**src/rtl/mux_arb_pkg.sv**
```systemverilog
// Shared types for the 2:1 mux arbiter: output-stage state encoding and mux select constants.
// Latency: n/a (types and helpers only).
// Backpressure: n/a.
package mux_arb_pkg;

    typedef enum logic [1:0] {
        IDLE  = 2'd0,
        HOLD0 = 2'd1,
        HOLD1 = 2'd2
    } state_e;

    localparam logic SEL_A = 1'b0;
    localparam logic SEL_B = 1'b1;

    function automatic state_e hold_state(input logic idx);
        return (idx == SEL_B) ? HOLD1 : HOLD0;
    endfunction

endpackage

```
**src/rtl/mux_arb_2to1_rr_pick2.sv**
```systemverilog
// Combinational two-way round-robin winner pick with optional sticky lock.
// Latency: 0 cycles (pure combinational).
// Backpressure: none; any=0 when no eligible requester is valid.
module rr_pick2
    import mux_arb_pkg::*;
(
    input  logic valid0,
    input  logic valid1,
    input  logic last_grant,
    input  logic lock_vld,
    input  logic lock_idx,
    output logic winner,
    output logic any
);

    always_comb begin
        winner = SEL_A;
        any    = 1'b0;
        if (lock_vld) begin
            // a locked owner is the only eligible requester, even if idle
            winner = lock_idx;
            any    = (lock_idx == SEL_B) ? valid1 : valid0;
        end else if (valid0 && valid1) begin
            winner = ~last_grant;
            any    = 1'b1;
        end else if (valid0) begin
            winner = SEL_A;
            any    = 1'b1;
        end else if (valid1) begin
            winner = SEL_B;
            any    = 1'b1;
        end
    end

endmodule

```
**src/rtl/mux_arb_2to1.sv**
```systemverilog
// Round-robin arbiter steering two valid/ready requesters through a 2:1 mux into one output register (optional lock: MUX_ARB_LOCK_EN).
// Latency: 1 cycle from accepted input to out_valid; full throughput with simultaneous pop and load.
// Backpressure: out_ready=0 while holding freezes the output and drops both input readies.
module mux_arb_2to1
    import mux_arb_pkg::*;
#(
    parameter int WIDTH = 8,
    parameter int CNT_W = 16
) (
    input  logic             clk,
    input  logic             rst,
    input  logic             in0_valid,
    input  logic [WIDTH-1:0] in0_data,
    output logic             in0_ready,
    input  logic             in1_valid,
    input  logic [WIDTH-1:0] in1_data,
    output logic             in1_ready,
`ifdef MUX_ARB_LOCK_EN
    input  logic             in0_lock,
    input  logic             in1_lock,
`endif
    output logic             out_valid,
    output logic [WIDTH-1:0] out_data,
    input  logic             out_ready,
    output logic             sel,
    output logic [CNT_W-1:0] xfer_cnt
);

    localparam logic [CNT_W-1:0] CNT_MAX = {CNT_W{1'b1}};

    state_e             state_q, state_d;
    logic [WIDTH-1:0]   out_data_q, out_data_d;
    logic               sel_q, sel_d;
    logic               last_grant_q, last_grant_d;
    logic [CNT_W-1:0]   xfer_cnt_q, xfer_cnt_d;
    logic               lock_vld, lock_idx;
    logic               load_ok, winner, any, acc;
    logic [WIDTH-1:0]   win_data;

    rr_pick2 u_pick (
        .valid0     (in0_valid),
        .valid1     (in1_valid),
        .last_grant (last_grant_q),
        .lock_vld   (lock_vld),
        .lock_idx   (lock_idx),
        .winner     (winner),
        .any        (any)
    );

    always_comb begin
        load_ok   = (state_q == IDLE) || out_ready;
        in0_ready = !rst && load_ok && any && (winner == SEL_A);
        in1_ready = !rst && load_ok && any && (winner == SEL_B);
        acc       = (in0_valid && in0_ready) || (in1_valid && in1_ready);
        win_data  = (winner == SEL_B) ? in1_data : in0_data;
    end

`ifdef MUX_ARB_LOCK_EN
    logic lock_vld_q, lock_vld_d;
    logic lock_idx_q, lock_idx_d;

    always_comb begin
        lock_vld_d = lock_vld_q;
        lock_idx_d = lock_idx_q;
        // every accepted transfer re-decides the lock from the winner's lock bit
        if (acc) begin
            lock_vld_d = (winner == SEL_B) ? in1_lock : in0_lock;
            lock_idx_d = winner;
        end
    end

    always_ff @(posedge clk) begin
        if (rst) begin
            lock_vld_q <= 1'b0;
            lock_idx_q <= SEL_A;
        end else begin
            lock_vld_q <= lock_vld_d;
            lock_idx_q <= lock_idx_d;
        end
    end

    assign lock_vld = lock_vld_q;
    assign lock_idx = lock_idx_q;
`else
    assign lock_vld = 1'b0;
    assign lock_idx = SEL_A;
`endif

    always_comb begin
        state_d      = state_q;
        out_data_d   = out_data_q;
        sel_d        = sel_q;
        last_grant_d = last_grant_q;
        xfer_cnt_d   = xfer_cnt_q;
        if (acc) begin
            out_data_d   = win_data;
            sel_d        = winner;
            state_d      = hold_state(winner);
            last_grant_d = winner;
            xfer_cnt_d   = (xfer_cnt_q == CNT_MAX) ? xfer_cnt_q : xfer_cnt_q + CNT_W'(1);
        end else if (state_q != IDLE && out_ready) begin
            state_d = IDLE;
        end
    end

    always_ff @(posedge clk) begin
        if (rst) begin
            state_q      <= IDLE;
            out_data_q   <= '0;
            sel_q        <= SEL_A;
            last_grant_q <= SEL_B;
            xfer_cnt_q   <= '0;
        end else begin
            state_q      <= state_d;
            out_data_q   <= out_data_d;
            sel_q        <= sel_d;
            last_grant_q <= last_grant_d;
            xfer_cnt_q   <= xfer_cnt_d;
        end
    end

    assign out_valid = (state_q != IDLE);
    assign out_data  = out_data_q;
    assign sel       = sel_q;
    assign xfer_cnt  = xfer_cnt_q;

endmodule

```
**config.mk**
```make
export PLATFORM = sky130hd
export DESIGN_NAME = mux_arb_2to1
export DESIGN_NICKNAME = d
export VERILOG_FILES = /design/src/rtl/mux_arb_pkg.sv /design/src/rtl/mux_arb_2to1_rr_pick2.sv /design/src/rtl/mux_arb_2to1.sv
export SDC_FILE = /design/constraint.sdc
export NUM_CORES = 1
export LEC_CHECK = 0
export BUFFER_PORTS_ARGS = -buffer_cell sky130_fd_sc_hd__buf_4
export CAP_MARGIN = 15
export CORE_MARGIN = 3
export CORE_UTILIZATION = 50
export DETAILED_ROUTE_END_ITERATION = 12
export GPL_ROUTABILITY_DRIVEN = 0
export HOLD_SLACK_MARGIN = 0.02
export PLACE_DENSITY = 0.78
export SETUP_SLACK_MARGIN = 0.3
export SYNTH_ARGS = -nofsm -noshare
export SYNTH_HDL_FRONTEND = slang
export SYNTH_HIERARCHICAL = 1
export SYNTH_SLANG_ARGS = --single-unit
```
**constraint.sdc**
```tcl
create_clock -name clk -period 2.7 [get_ports clk]
set_clock_uncertainty 0.1 [all_clocks]
set_input_delay 0.405 -clock clk [delete_from_list [all_inputs] [get_ports clk]]
set_output_delay 0.405 -clock clk [all_outputs]
set_load 0.02 [all_outputs]
```
==> metrics.md <==
| Metric | Value |
|---|---|
| Status | finished, final reports clean |
| H-tree depth | 1 |
| CTS buffer count | 3 |
| Layout Area Growth over Synthesis | 28.6% |
| Area post-placement | 1940 um^2 |
| Critical Path AT | 1680 ps |
| Post-CTS Setup Repair Bufs | 0 |
| DRC | 0 |
| Post-synth top area cell | dfxtp_1 |
| Initial Utilization | 0.539 |
| Slew headroom | 0.555 |
| Skew-Pair Late Insertion Delay | 320 ps |
| Max cap viols | 0 |
| Final hold violation count | 0 |
| CP Max Fanout | 13 |
| Input/output buffers | 48 |
| Worst Max-Slew Pin Slew | 663 ps |
| Largest net degree at the start of global routing | 30 |
| Average size of a mapped cell | 8.84 um^2 |
| Leak | between 0.0008 and 0.0009 uW |
| Synth Instances | 174 |
| Post-route cell area | a little under 2000 um^2 |
| Die W | 61.5 um |
| Worst EP required | between 2000 and 2500 ps |
| VDD IR max | approximately 0.00031 V |
| Hold buffer count at cts | 0 |
| Drt wl/cell | around 14 um |
| Root buf cell | clkbuf_4 |
| Multi-input gate area | about 930 um^2 |
| Via count | 1,508 |
| CP Launch Type | flip-flop |
| PwrDens | ~400 nW/um^2 |
| Post-synth top area share | 0.365 |
| Max Fclk | 0.458 GHz |
| Clk buf depth | 2 |
| Hpwl dp | 2620 um |
| Die Area | 3780 um^2 |
| Post-Syn Area | ~1500 um^2 |
| CTS tree | built |
| Final ANT Viol Nets | 0 |
| Antenna diode count | 0 |
| Top cells by area, synth | dfxtp_1 (36%), mux2i_1 (5.9%), a211oi_1 (4.9%) |
| GR Overflow Total | 0 |
| Endpoints failing setup | 0 |
| Top Ports | 49 |
| Clock Sinks | 28 |
| First-pass GRT wire length | 5780 um |
| Crit path capture type | output port |
| NumNets Final | 249 |
| RSZ-0062 raised after global routing | false |
| Crit path time final | 2180 ps |
| Gr usage total | 0.198 |
| Worst-path clk slew | around 140 ps |
| Tcrit/Tclk final | 0.809 |
| Fillers | 234 |
| Sequential share of the synthesized area | 0.365 |
| Yosys warns | 6 |
| Synth Register Bits | 28 |
| Setup TNS | 0 ps |
| Initial antenna violation count | 0 |
| Setup CP Type | flip-flop to output port |
| Pre-antenna DRT Iters | 4 |
| Vias in the first global route | 1,371 |
| Die height | 61.5 um |
| Slew Viols, Final | 0 |
| Post-Route WL | 3560 um |
| Initial DRC Count | 80 |
| Post-CTS Resized | 0 |
| Vias per inst | 5.87 |
| FP Rows | 19 |
| Total core area | 2850 um^2 |
| Post-synthesis cell type count | 43 |
| Total area of sequential cells | around 560 um^2 |
| Worst hold path type | primary input to flip-flop |
| Ratio of cells with drive above 1 in the final layout | 0.301 |
critical path, cell delays in order, from the launching register on:
cell and delay (ps):
dfxtp_1 350, and2_1 160, o31ai_2 240, buf_4 270, and3_1 190, buf_4 140
power breakdown:
part / switching (uW) / total, uW / internal [uW]
sequential: 8.77 / 436 / 427
combinational: 76.9 / 148 / 70.7
clock: 120 / 202 / 82.5
Yosys cell counts (all sizes together):
cell     n
a211oi  10
a21bo    1
a21oi   12
a311oi   1
a31oi    3
and2     3
and3     5
and4     1
buf      5
clkbuf   4
conb     1
dfxtp   28
ha       1
inv      7
mux2     4
mux2i    9
nand2    9
nand2b   2
nand3    8
nand3b   2
nand4    5
nor2    14
nor2b    5
nor3     3
nor3b    2
nor4     6
nor4b    1
o2111a   1
o21ai    6
o21bai   1
o311a    1
o311ai   1
o31ai    6
or2      1
or3      2
or4      3
per-layer routing:
metal,track usage,part of all wire,vias to the layer above
met5,0,0,-
met4,0.0606,0.0082,0
met3,0.0356,0.053,4
met2,0.344,0.49,47
met1,0.247,0.45,710
li1,-,-,747
registers in the layout (all words and copies together) (netlist names):
name	count
last_grant_q	1
sel	1
state_q	2
xfer_cnt	16
out_data	8
cells in the final DEF (no fill, tap or decap), types with 2 or more instances in the layout:
cell type	instances
buf_4	51
dfxtp_1	28
nor2_1	14
a21oi_1	12
a211oi_1	10
mux2i_1	9
nand2_1	9
inv_1	7
nand3_1	7
conb_1	7
o21ai_0	6
nor2b_1	5
and3_1	5
o31ai_1	5
nor4_1	4
and2_1	3
nor3_1	3
mux2_2	3
a31oi_1	3
or4_1	3
clkbuf_4	3
nand4_2	2
nand4_1	2
nor3b_1	2
or3_1	2
nand3b_1	2
nand2b_1	2
final timing paths:
check,cells after the start,to,startpoint,slack (ps)
worst max-delay path,5,in1_ready,last_grant_q,520
worst min-delay path,3,state_q[1],in1_valid,230
worst max register to register,7,out_data[3],last_grant_q,660
worst min register to register,2,sel,sel,390
metrics by stage:
step	cells	setup WS (ps)	hold WS, ps	utilization	power (uW)
after floorplan	180	681	389	-	534
after global placement	253	538	361	0.681	589
after detailed placement	253	428	365	0.681	593
after CTS	257	492	231	0.693	796
after global routing	257	434	229	0.693	827
final	257	516	231	0.693	786
cells by family (layout without fill, tap and decap cells):
kind of cell	after synthesis	after routing	synth area share
AOI/OAI and AO/OA	43	43	0.193
adders and majority gates	1	1	0.00814
buffers and inverters	16	62	0.0464
DFF	28	28	0.365
muxes	13	13	0.0903
other	1	7	0.00244
and+or+nand+nor	72	72	0.295
layout make-up:
class                   count  area share
clock buffers               4      0.0183
repair buffers             51       0.194
well taps                  31      0.0196
flip-flops and latches     28       0.283
inverters                   7      0.0133
multi-input cells         136       0.472
Note: power is estimated with default switching activity, not from simulation.
